--- src/rtl/window_fetch_ctrl_pkg.sv ---
// -----------------------------------------------------------------------------
// window_fetch_ctrl_pkg
// Shared types for the sliding-window input path:
//   fetch_state_t : sequencer states (IDLE, FETCH, GAP, DRAIN)
//   int8_t        : signed 8-bit element
//   pixel_word_t  : one tensor RAM word, four int8_t lanes packed into 32 bits
//   addr_width()  : address width for a RAM of a given word count. It is shared
//                   with sliding_window, the pixel reader and the tensor RAM.
// -----------------------------------------------------------------------------
package window_fetch_ctrl_pkg;

  typedef enum logic [1:0] {
    IDLE  = 2'd0,
    FETCH = 2'd1,
    GAP   = 2'd2,
    DRAIN = 2'd3
  } fetch_state_t;

  typedef logic signed [7:0] int8_t;
  typedef int8_t [3:0] pixel_word_t;

  // Never returns 0, so a single-word RAM still gets a 1-bit address.
  function automatic int addr_width(input int words);
    return (words > 1) ? $clog2(words) : 1;
  endfunction

endpackage

--- src/rtl/window_fetch_ctrl_if.sv ---
// -----------------------------------------------------------------------------
// window_fetch_ctrl_if
// Groups every non-clock signal of window_fetch_ctrl.
//   master : the controlling side (host / frame scheduler) plus the RAM observer
//   slave  : the window_fetch_ctrl block
// Control inputs : start, abort, stall, host_we, host_addr, host_din
// Read side      : ram_addr_r, rd_issue, valid_out, row_first, row_last,
//                  frame_last
// Status         : busy, done, wr_reject, stall_cycles, frame_cycles, dbg_state
// Write side     : ram_we, ram_addr_w, ram_din
//
// Handshake: start is a request that is taken only when busy is low. busy acts
// as the not-ready indication, and a start seen while busy is dropped. stall is
// a downstream not-ready. It blocks new reads in the same cycle but cannot
// retract the beat already in flight, so downstream must absorb one more beat
// after raising it.
// -----------------------------------------------------------------------------
interface window_fetch_ctrl_if
  import window_fetch_ctrl_pkg::*;
#(
  parameter int AW = 4
);
  logic          start;
  logic          abort;
  logic          stall;
  logic [AW-1:0] ram_addr_r;
  logic          rd_issue;
  logic          valid_out;
  logic          row_first;
  logic          row_last;
  logic          frame_last;
  logic          busy;
  logic          done;
  logic          host_we;
  logic [AW-1:0] host_addr;
  logic [31:0]   host_din;
  logic          ram_we;
  logic [AW-1:0] ram_addr_w;
  logic [31:0]   ram_din;
  logic          wr_reject;
  logic [31:0]   stall_cycles;
  logic [31:0]   frame_cycles;
  fetch_state_t  dbg_state;

  modport master (
    output start, abort, stall, host_we, host_addr, host_din,
    input  ram_addr_r, rd_issue, valid_out, row_first, row_last, frame_last,
           busy, done, ram_we, ram_addr_w, ram_din, wr_reject,
           stall_cycles, frame_cycles, dbg_state
  );

  modport slave (
    input  start, abort, stall, host_we, host_addr, host_din,
    output ram_addr_r, rd_issue, valid_out, row_first, row_last, frame_last,
           busy, done, ram_we, ram_addr_w, ram_din, wr_reject,
           stall_cycles, frame_cycles, dbg_state
  );
endinterface

--- src/rtl/window_fetch_ctrl_raster_counter.sv ---
// -----------------------------------------------------------------------------
// window_fetch_ctrl_raster_counter
// Column/row raster counter. It also keeps a linear address so the read
// address never needs a row*IMG_W multiply.
//   clk, reset     : clock, synchronous active-high reset
//   i_clr          : synchronous clear back to (0,0)
//   i_adv          : advance one pixel; wraps to 0 after the last pixel
//   o_addr         : linear address row*IMG_W + col
//   o_row_first    : current pixel is col 0
//   o_row_last     : current pixel is col IMG_W-1
//   o_frame_last   : current pixel is the last of the frame
// -----------------------------------------------------------------------------
module window_fetch_ctrl_raster_counter #(
  parameter int IMG_W = 96,
  parameter int IMG_H = 96,
  parameter int AW    = 14
) (
  input  logic          clk,
  input  logic          reset,
  input  logic          i_clr,
  input  logic          i_adv,
  output logic [AW-1:0] o_addr,
  output logic          o_row_first,
  output logic          o_row_last,
  output logic          o_frame_last
);
  localparam int CW = (IMG_W > 1) ? $clog2(IMG_W) : 1;
  localparam int RW = (IMG_H > 1) ? $clog2(IMG_H) : 1;

  logic [CW-1:0] r_col;
  logic [RW-1:0] r_row;
  logic [AW-1:0] r_addr;
  logic          w_row_last;
  logic          w_frame_last;

  assign w_row_last   = (r_col == CW'(IMG_W - 1));
  assign w_frame_last = w_row_last && (r_row == RW'(IMG_H - 1));

  always_ff @(posedge clk) begin
    if (reset || i_clr) begin
      r_col  <= '0;
      r_row  <= '0;
      r_addr <= '0;
    end else if (i_adv) begin
      if (w_frame_last) begin
        r_col  <= '0;
        r_row  <= '0;
        r_addr <= '0;
      end else if (w_row_last) begin
        r_col  <= '0;
        r_row  <= r_row + RW'(1);
        r_addr <= r_addr + AW'(1);
      end else begin
        r_col  <= r_col + CW'(1);
        r_addr <= r_addr + AW'(1);
      end
    end
  end

  assign o_addr       = r_addr;
  assign o_row_first  = (r_col == '0);
  assign o_row_last   = w_row_last;
  assign o_frame_last = w_frame_last;

endmodule

--- src/rtl/window_fetch_ctrl.sv ---
// -----------------------------------------------------------------------------
// window_fetch_ctrl
// Walks a frame in raster order. Each cycle it can issue one tensor RAM read.
// It produces valid_out / row markers aligned with the RAM's registered dout.
// It also owns the RAM write port: host writes reach the RAM only while IDLE.
//   clk, reset : clock, synchronous active-high reset
//   bus        : window_fetch_ctrl_if.slave (all control, status, RAM ports)
// Parameters: IMG_W, IMG_H (frame size in words), ROW_GAP (idle cycles between
// rows, 0 = none), AW (address width).
// Optional build macro WINDOW_FETCH_PERF_CNT_EN adds the stall_cycles and
// frame_cycles counters. Without it both outputs read 0.
// -----------------------------------------------------------------------------
module window_fetch_ctrl
  import window_fetch_ctrl_pkg::*;
#(
  parameter int IMG_W   = 96,
  parameter int IMG_H   = 96,
  parameter int ROW_GAP = 0,
  parameter int AW      = addr_width(IMG_W * IMG_H)
) (
  input  logic                clk,
  input  logic                reset,
  window_fetch_ctrl_if.slave  bus
);
  localparam int GW = (ROW_GAP > 1) ? $clog2(ROW_GAP) : 1;

  fetch_state_t  r_state;
  logic [GW-1:0] r_gap_cnt;
  logic          r_valid;
  logic          r_row_first;
  logic          r_row_last;
  logic          r_frame_last;
  logic          r_done;
  logic          r_wr_reject;

  logic          w_idle;
  logic          w_issue;
  logic          w_start_acc;
  logic [AW-1:0] w_addr;
  logic          w_row_first;
  logic          w_row_last;
  logic          w_frame_last;

  assign w_idle      = (r_state == IDLE);
  assign w_issue     = (r_state == FETCH) && !bus.stall;
  assign w_start_acc = w_idle && bus.start && !bus.abort;

  window_fetch_ctrl_raster_counter #(
    .IMG_W (IMG_W),
    .IMG_H (IMG_H),
    .AW    (AW)
  ) u_raster (
    .clk          (clk),
    .reset        (reset),
    .i_clr        (bus.abort),
    .i_adv        (w_issue),
    .o_addr       (w_addr),
    .o_row_first  (w_row_first),
    .o_row_last   (w_row_last),
    .o_frame_last (w_frame_last)
  );

  // Beat flags are captured in the issue cycle so that they line up with
  // the RAM's one-cycle read latency.
  always_ff @(posedge clk) begin
    if (reset || bus.abort) begin
      r_state      <= IDLE;
      r_gap_cnt    <= '0;
      r_valid      <= 1'b0;
      r_row_first  <= 1'b0;
      r_row_last   <= 1'b0;
      r_frame_last <= 1'b0;
      r_done       <= 1'b0;
    end else begin
      r_valid      <= w_issue;
      r_row_first  <= w_issue && w_row_first;
      r_row_last   <= w_issue && w_row_last;
      r_frame_last <= w_issue && w_frame_last;
      r_done       <= w_issue && w_frame_last;
      case (r_state)
        IDLE: begin
          if (bus.start) r_state <= FETCH;
        end
        FETCH: begin
          if (w_issue) begin
            if (w_frame_last) begin
              r_state <= DRAIN;
            end else if (w_row_last && (ROW_GAP > 0)) begin
              r_state   <= GAP;
              r_gap_cnt <= '0;
            end
          end
        end
        GAP: begin
          // Fixed length; stall is deliberately ignored here.
          if (r_gap_cnt == GW'(ROW_GAP - 1)) r_state <= FETCH;
          else                               r_gap_cnt <= r_gap_cnt + GW'(1);
        end
        DRAIN: begin
          r_state <= IDLE;
        end
        default: begin
          r_state <= IDLE;
        end
      endcase
    end
  end

  // A write attempt during a fetch is remembered until the next frame starts.
  always_ff @(posedge clk) begin
    if (reset) begin
      r_wr_reject <= 1'b0;
    end else if (bus.host_we && !w_idle) begin
      r_wr_reject <= 1'b1;
    end else if (w_start_acc) begin
      r_wr_reject <= 1'b0;
    end
  end

`ifdef WINDOW_FETCH_PERF_CNT_EN
  logic [31:0] r_stall_cycles;
  logic [31:0] r_frame_cycles;

  always_ff @(posedge clk) begin
    if (reset || w_start_acc) begin
      r_stall_cycles <= '0;
      r_frame_cycles <= '0;
    end else begin
      if ((r_state == FETCH) && bus.stall && (r_stall_cycles != '1))
        r_stall_cycles <= r_stall_cycles + 32'd1;
      if (!w_idle && (r_frame_cycles != '1))
        r_frame_cycles <= r_frame_cycles + 32'd1;
    end
  end

  assign bus.stall_cycles = r_stall_cycles;
  assign bus.frame_cycles = r_frame_cycles;
`else
  assign bus.stall_cycles = '0;
  assign bus.frame_cycles = '0;
`endif

  // abort also masks the beat on dout in its own cycle. That is what lets an
  // abort during DRAIN swallow the final beat and its done pulse.
  assign bus.valid_out  = r_valid      && !bus.abort;
  assign bus.row_first  = r_row_first  && !bus.abort;
  assign bus.row_last   = r_row_last   && !bus.abort;
  assign bus.frame_last = r_frame_last && !bus.abort;
  assign bus.done       = r_done       && !bus.abort;

  assign bus.ram_addr_r = w_addr;
  assign bus.rd_issue   = w_issue;
  assign bus.busy       = !w_idle;
  assign bus.wr_reject  = r_wr_reject;
  assign bus.dbg_state  = r_state;

  assign bus.ram_we     = bus.host_we && w_idle;
  assign bus.ram_addr_w = bus.host_addr;
  assign bus.ram_din    = bus.host_din;

endmodule
--- src/flat_wrapper.sv ---
// flat-port wrapper written by rule: the top's interface ports become plain ports
module window_fetch_ctrl_flat import window_fetch_ctrl_pkg::*;
#(
  parameter int IMG_W   = 96,
  parameter int IMG_H   = 96,
  parameter int ROW_GAP = 0,
  parameter int AW      = addr_width(IMG_W * IMG_H)
)
  (clk, reset, bus_start, bus_abort, bus_stall, bus_host_we, bus_host_addr, bus_host_din, bus_ram_addr_r, bus_rd_issue, bus_valid_out, bus_row_first, bus_row_last, bus_frame_last, bus_busy, bus_done, bus_ram_we, bus_ram_addr_w, bus_ram_din, bus_wr_reject, bus_stall_cycles, bus_frame_cycles, bus_dbg_state);
  window_fetch_ctrl_if #(.AW(AW)) bus_i ();
  input  logic clk;
  input  logic reset;
  input wire logic [$bits(bus_i.start)-1:0] bus_start;
  input wire logic [$bits(bus_i.abort)-1:0] bus_abort;
  input wire logic [$bits(bus_i.stall)-1:0] bus_stall;
  input wire logic [$bits(bus_i.host_we)-1:0] bus_host_we;
  input wire logic [$bits(bus_i.host_addr)-1:0] bus_host_addr;
  input wire logic [$bits(bus_i.host_din)-1:0] bus_host_din;
  output wire logic [$bits(bus_i.ram_addr_r)-1:0] bus_ram_addr_r;
  output wire logic [$bits(bus_i.rd_issue)-1:0] bus_rd_issue;
  output wire logic [$bits(bus_i.valid_out)-1:0] bus_valid_out;
  output wire logic [$bits(bus_i.row_first)-1:0] bus_row_first;
  output wire logic [$bits(bus_i.row_last)-1:0] bus_row_last;
  output wire logic [$bits(bus_i.frame_last)-1:0] bus_frame_last;
  output wire logic [$bits(bus_i.busy)-1:0] bus_busy;
  output wire logic [$bits(bus_i.done)-1:0] bus_done;
  output wire logic [$bits(bus_i.ram_we)-1:0] bus_ram_we;
  output wire logic [$bits(bus_i.ram_addr_w)-1:0] bus_ram_addr_w;
  output wire logic [$bits(bus_i.ram_din)-1:0] bus_ram_din;
  output wire logic [$bits(bus_i.wr_reject)-1:0] bus_wr_reject;
  output wire logic [$bits(bus_i.stall_cycles)-1:0] bus_stall_cycles;
  output wire logic [$bits(bus_i.frame_cycles)-1:0] bus_frame_cycles;
  output wire logic [$bits(bus_i.dbg_state)-1:0] bus_dbg_state;
  assign bus_i.start = bus_start;
  assign bus_i.abort = bus_abort;
  assign bus_i.stall = bus_stall;
  assign bus_i.host_we = bus_host_we;
  assign bus_i.host_addr = bus_host_addr;
  assign bus_i.host_din = bus_host_din;
  assign bus_ram_addr_r = bus_i.ram_addr_r;
  assign bus_rd_issue = bus_i.rd_issue;
  assign bus_valid_out = bus_i.valid_out;
  assign bus_row_first = bus_i.row_first;
  assign bus_row_last = bus_i.row_last;
  assign bus_frame_last = bus_i.frame_last;
  assign bus_busy = bus_i.busy;
  assign bus_done = bus_i.done;
  assign bus_ram_we = bus_i.ram_we;
  assign bus_ram_addr_w = bus_i.ram_addr_w;
  assign bus_ram_din = bus_i.ram_din;
  assign bus_wr_reject = bus_i.wr_reject;
  assign bus_stall_cycles = bus_i.stall_cycles;
  assign bus_frame_cycles = bus_i.frame_cycles;
  assign bus_dbg_state = bus_i.dbg_state;
  window_fetch_ctrl #(.IMG_W(IMG_W), .IMG_H(IMG_H), .ROW_GAP(ROW_GAP), .AW(AW)) u_core (.clk(clk), .reset(reset), .bus(bus_i));
endmodule
--- config.mk ---
export PLATFORM = sky130hd
export DESIGN_NAME = window_fetch_ctrl_flat
export DESIGN_NICKNAME = d
export VERILOG_FILES = /design/src/rtl/window_fetch_ctrl_pkg.sv /design/src/rtl/window_fetch_ctrl_if.sv /design/src/rtl/window_fetch_ctrl_raster_counter.sv /design/src/rtl/window_fetch_ctrl.sv /design/src/flat_wrapper.sv
export SDC_FILE = /design/constraint.sdc
export NUM_CORES = 1
export LEC_CHECK = 0
export CAP_MARGIN = 25
export CORE_MARGIN = 5
export CORE_UTILIZATION = 30
export DETAILED_ROUTE_END_ITERATION = 8
export PLACE_DENSITY = 0.72
export RECOVER_POWER = 50
export SYNTH_ARGS = -nofsm -noshare
export SYNTH_HDL_FRONTEND = slang
export SYNTH_HIERARCHICAL = 1
export SYNTH_SLANG_ARGS = --single-unit
--- constraint.sdc ---
create_clock -name clk -period 2.9 [get_ports clk]
set_clock_uncertainty 0.2 [all_clocks]
set_input_delay 0.29 -clock clk [delete_from_list [all_inputs] [get_ports clk]]
set_output_delay 0.29 -clock clk [all_outputs]
set_load 0.03 [all_outputs]
==> flow_summary.toml <==
[grt]
grt_pass1_wl_um = 6470
grt_pass1_vias = 1399
track_usage = 0.0800
gr-total-overflow = 0
grt_antenna_before_repair = 0
grt_max_degree = 14

[critical_path]
cp.arrival_ns = 2.16
path_class = "flop to output pin"
rrSetupSlack_ns = 0.42
required_ns = 2.41
cp_cell_sequence = "or3b_1, inv_2, clkdlybuf4s50_1"
slowest_stage = "clkdlybuf4s50_1"
timing.rr.start = "u_core/bus.dbg_state[1]$_SDFFE_PP0P_"
path_buf_inv = 2
critPathMaxFanout = 11
rr_endpoint = "u_core/u_raster/o_addr[13]$_SDFFE_PP0P_"
critPathTopFamily = "buffers and inverters"
start_kind = "flop"
end_kind = "output pin"
slowest_delay_ns = 0.77
r2r_cells = 6

[yosys]
yosysSeqAreaShare = 0.286
synth_compound_area_frac = 0.0353
synth_top_family_by_area = "buffers and inverters"
synthTopCellsByArea = "buf_4 (33%), dfxtp_1 (29%), nor2_1 (4.2%)"
synth_fa_ha_area_frac = 0.0199
syn_avg_cell_area_sq_um = 8.51
synth_warnings = 6
ys_types = 43
ys_ff_latch = 36
yosysTopAreaCell = "buf_4"
netlist_area_sq_um = 2520
syn_inst = 296
synth_edf_count = 0
synth-simple-area-share = 0.224
synthDominantCellAreaShare = 0.331
ys.flop_type = "dfxtp_1"
synth_mux_area_frac = 0.00795
synth-async-reset-ratio = 0
synth-xor-area-share = 0.0730

[floorplanning]
die_w_um = 102
io_pins = 187
dieArea_sq_um = 10300
core_area_sq_um = 8220
rows = 33
fp.dieH_um = 102
floorplan.initialDensity = 0.307

[power_and_ir_drop]
combinationalPowerShare = 0.157
p_switching_w = 0.000308
p_leak_nw = 0.934
pwr-share-clk = 0.355
intPower_w = 0.000711
ir_drop_mv = 0.151
pwr_density_cell_nw_per_um2 = 418
sequentialPowerShare = 0.488
swShare = 0.302

[cells_and_area]
antenna_cells = 0
final_nets = 340
seq_area_sq_um = 721
layout-drive-gt1-share = 0.0702
fin_area_sq_um = 2440
syn_to_final_growth_pct = -3.13
nFillCells = 865
multiInputGateArea_sq_um = 1140

[clock_tree]
htreeDepth = 2
post_cts_buffers = 0
root_buffer = "clkbuf_8"
numCtsBuffers = 5
cts_max_path_buffers = 2
clk_pin_slew_ns = 0.07
cts_tree = "yes"
hold_buffers = 0
cts_sinks = 36
post_cts_resized = 0
worstSkewPairLatency_ns = 0.29

[placed_design]
routabilityCongestion = 0.784
preCtsSetupSlack_ns = 0.188
placed_area_sq_um = 2360
post-dp-hpwl_um = 3460
placement.io_buffers = 30

[timing]
fin_crit_ns = 2.65
fin_crit_sh = 0.914
fin_ws_ns = 0.249
final.setup.tns_ns = 0
finalSetupViolCount = 0
max_slew.worst_pin.slew_ns = 0.668
grt_setup_unrepaired = "no"
max_freq_ghz = 0.377
final_max_slew_viol_count = 0
finalHoldViolCount = 0
relSlewSlack = 0.551

[route]
ant_nets = 0
drc = 0
via_count = 1585
drt-initial-drc-count = 35
vias_per_cell = 4.06
wl_per_cell_um = 11.1
first_pass_iters = 4
drt_wl_total_um = 4340

[min_path]
hold_start = "u_core/u_raster/o_addr[13]$_SDFFE_PP0P_"
min_to = "u_core/u_raster/o_addr[13]$_SDFFE_PP0P_"
hold_path.class = "flop to flop"
whs_path_depth = 2

[run]
cap_violations = 0

[outcome]
status = "completed"
==> per-stage QoR <==
stage | hold WS [ns] | power (W) | std cells | utilization
finish | 0.300 | 0.00102 | 390 | 0.297
global route | 0.303 | 0.00106 | 390 | 0.297
CTS | 0.284 | 0.00103 | 390 | 0.298
detailed placement | 0.274 | 0.000668 | 382 | 0.287
global placement | 0.274 | 0.000667 | 382 | 0.287
floorplan | 0.163 | 0.000830 | 359 | -
==> layout by cell type (no fill, tap or decap), types with 3 or more instances in the layout <==
cell / netlist / layout
inv_1: 4 / 4
dfxtp_1: 36 / 36
nand2_1: 9 / 9
xor2_1: 11 / 11
ha_1: 4 / 4
clkdlybuf4s50_1: 0 / 29
clkbuf_1: 4 / 3
nor2_1: 28 / 28
nor4_1: 6 / 6
nand3b_1: 3 / 3
xnor2_1: 10 / 10
nor3_1: 8 / 8
nand3_1: 6 / 6
a21oi_1: 4 / 4
conb_1: 1 / 64
clkbuf_8: 0 / 6
nand4_1: 8 / 8
buf_4: 111 / 5
nor2b_1: 5 / 5
==> flip-flops by register name, indices dropped and copies added (netlist names) <==
name	flops
u_core/u_raster/o_addr	14
u_core/u_raster/r_col	7
u_core/u_raster/r_row	7
u_core/bus.dbg_state	2
u_core/bus.wr_reject	1
u_core/r_done	1
u_core/r_gap_cnt	1
u_core/r_row_first	1
u_core/r_row_last	1
u_core/r_valid	1
==> area by class of cell <==
cell class	count	area share
multi-input combinational	200	0.466
sequential	36	0.295
timing repair buffer	36	0.140
tap	105	0.0538
clock buffer	8	0.0369
inverter	5	0.00769
==> worst min-delay path, cell delays in order, from the launching register on <==
cell     delay [ns]
dfxtp_1        0.33
o31ai_1        0.07
a21oi_1        0.06
==> kinds of logic (layout without fill, tap and decap cells) <==
logic type | count (synthesis) | after routing
adders and majority gates | 4 | 4
AOI/OAI and AO/OA | 12 | 12
buffers and inverters | 123 | 49
DFF | 36 | 36
other | 1 | 64
and+or+nand+nor | 97 | 97
xor gates and xnor gates | 21 | 21
muxes | 2 | 2
==> worst max-delay path by stage <==
stage	from	to	slack [ns]	depth (start not counted)
3_3_place_gp	bus_stall	u_core/u_raster/o_addr[13]$_SDFFE_PP0P_	0.23	7
6_report	u_core/bus.dbg_state[1]$_SDFFE_PP0P_	bus_rd_issue	0.25	3
5_1_grt	u_core/bus.dbg_state[1]$_SDFFE_PP0P_	bus_rd_issue	0.14	3
4_1_cts	u_core/bus.dbg_state[1]$_SDFFE_PP0P_	bus_rd_issue	0.29	3
2_1_floorplan	u_core/bus.dbg_state[0]$_SDFFE_PP0P_	u_core/u_raster/o_addr[9]$_SDFFE_PP0P_	0.27	8
3_5_place_dp	bus_stall	u_core/u_raster/o_addr[13]$_SDFFE_PP0P_	0.19	7
==> cell usage after synthesis, drive strengths merged (2+ instances only) <==
library cell    n
nor2           28
clkbuf          4
nand2           9
and4            2
ha              4
nor4            6
o21ai           2
xnor2          10
dfxtp          36
nor3            8
buf           114
nor2b           5
o21a            2
nand4           8
nand2b          2
mux2i           2
o31ai           2
nand3           6
a21oi           4
and3            2
nand3b          3
xor2           11
or4b            2
or2             4
inv             5
nor4b           4
==> power groups by stage <==
stage	Sequential, W	Combinational, W	Clock, W
finish	0.000497	0.000160	0.000362
global route	0.000497	0.000170	0.000392
CTS	0.000497	0.000159	0.000374
detailed placement	0.000509	0.000159	0
global placement	0.000509	0.000158	0
floorplan	0.000512	0.000318	0
==> routing by layer <==
layer	vias up	share of wire	global-route usage
met5	-	0	0
met4	0	0.031	0.0440
met3	14	0.12	0.0386
met2	77	0.47	0.133
met1	713	0.38	0.0828
li1	781	-	-
No activity file was read; power rests on OpenSTA's default activity.
==> RTL edit: new RTL, config.mk and constraints unchanged <==
Build with the macro `WINDOW_FETCH_PERF_CNT_EN` defined.
--- a/src/rtl/window_fetch_ctrl.sv
+++ b/src/rtl/window_fetch_ctrl.sv
@@ -10,6 +10,8 @@
 // Optional build macro WINDOW_FETCH_PERF_CNT_EN adds the stall_cycles and
 // frame_cycles counters. Without it both outputs read 0.
 // -----------------------------------------------------------------------------
+`define WINDOW_FETCH_PERF_CNT_EN
+
 module window_fetch_ctrl
   import window_fetch_ctrl_pkg::*;
 #(
Behaviour: not the same (a bounded check fails within 4 cycles, from zero or initial values and one cycle with reset high).
==> RTL edit against the unedited design <==
- cell area grew to 2.7 times the old value
- non-clock buffer count is 78 higher
- total power grew to 2.6 times the old value
- wire length grew to 3.0 times the old value
- sequential cell count is 64 higher
- setup slack better by 100 ps
- highest routed layer unchanged
- largest power group unchanged
- critical endpoint is now u_core/bus.frame_cycles[26]$_SDFFE_PP0P_
- area after synthesis is 110% higher
==> RTL edit: results (changes against the unedited design) <==
status: "complete, no violations"
root_buffer: "clkbuf_16"
cp-startpoint: "u_core/bus.frame_cycles[16]$_SDFFE_PP0P_"
clockBufferCount: 11  # +3
synth_xor_area_frac: 0.0598  # -0.0133
rr_endpoint: "u_core/bus.frame_cycles[26]$_SDFFE_PP0P_"
ys_types: 58  # +35%
clkCellAreaFrac: 0.0458  # +0.00887
synth_fa_ha_area_frac: 0.0142  # -0.00564
leakagePower_uw: 0.00219  # +130%
seq_cell_count: 100  # +180%
route.met3.wl_um: 706  # +36%
place_ws_ps: 223  # +35.5 ps
path_max_fanout: 8  # -3
use_met3: 0.0299  # -0.00866
drt-total-wl_um: 13000  # +200%
synthTopCellsByArea: "dfxtp_1 38%, buf_4 7.0%, a21oi_1 4.6%"
seq_area_frac_synth: 0.380  # +0.0934
drtPass1Iterations: 5  # +1
synth_common_cells: "100 x dfxtp_1, 53 x nor2_1, 49 x a21oi_1, 49 x buf_4, 37 x nand2_1"
m1WireLength_um: 6190  # +280%
cts.htree.levels: 3  # +1
ff_latch_area_um2: 2000  # +180%
via_count: 4650  # +190%
dpl.hpwl_um: 9360  # +170%
placed_cell_area_um2: 6180  # +160%
nMultiInputCombCells: 435  # +120%
drtIter0Drc: 320  # +810%
area_share_nonclk_buffers: 0.168  # +0.0281
r2r_cells: 5  # -1
placed_cells: 891  # +130%
irDropWorstVdd_uv: 280  # +86%
synth_compound_area_frac: 0.151  # +0.116
grtUsageTotal: 0.128  # +0.0478
hp-start: "u_core/bus.wr_reject$_SDFFE_PP0P_"
synthArstFlopShare: 0  # unchanged
endpoint_kind: "flip-flop"
drive_above_1_share: 0.0836  # +0.0134
worst_pin_slew_ps: 870  # +203 ps
fin_ws_ps: 348  # +99.6 ps
io_buffers: 94  # +210%
worstPathArrival_ps: 2640  # +480 ps
synth_mux_area_frac: 0.00569  # -0.00226
cts_buffers: 9  # +4
grt_util_met1: 0.172  # +0.0892
nNetsFinal: 735  # +120%
gp_congestion: 0.803  # +2.3%
grt_pass1_wl_um: 21400  # +230%
r2r-start: "u_core/bus.frame_cycles[16]$_SDFFE_PP0P_"
taps: 225  # +110%
cts.clk_slew.worst_paths_ps: 70  # about the same
RTL edit: cell types whose count changed after synthesis, moves of 13 or more:
| cell | delta |
|---|---|
| or4_1 | +15 |
| dfxtp_1 | +64 |
| nand2_1 | +28 |
| xnor2_1 | +13 |
| a21oi_1 | +45 |
| nor2_1 | +25 |
| nand3_1 | +23 |
| buf_4 | -62 |
| inv_1 | +13 |
| o21ai_0 | +20 |
| or3_1 | +35 |
| nand4_1 | +20 |
RTL edit: where the power goes:
group	switching, µW	total, µW	internal [µW]	leakage (µW)
Sequential	3.65	1380	1380	0.000805
Clock	563	1200	642	0.000146
Combinational	63.0	96.9	33.9	0.00124
Total	629	2680	2050	0.00219
RTL edit: stage by stage:
step	hold WS, ps	util
global route	307	0.374
finish	276	0.374
detailed placement	265	0.358
global placement	253	0.358
CTS	286	0.375
floorplan	167	-
RTL edit: critical path, cell delays in order, from the launching register on:
cell	delay [ps]
dfxtp_1	480
nand4_2	190
or4_1	750
o21ai_1	510
o21ai_0	210
a21oi_1	150
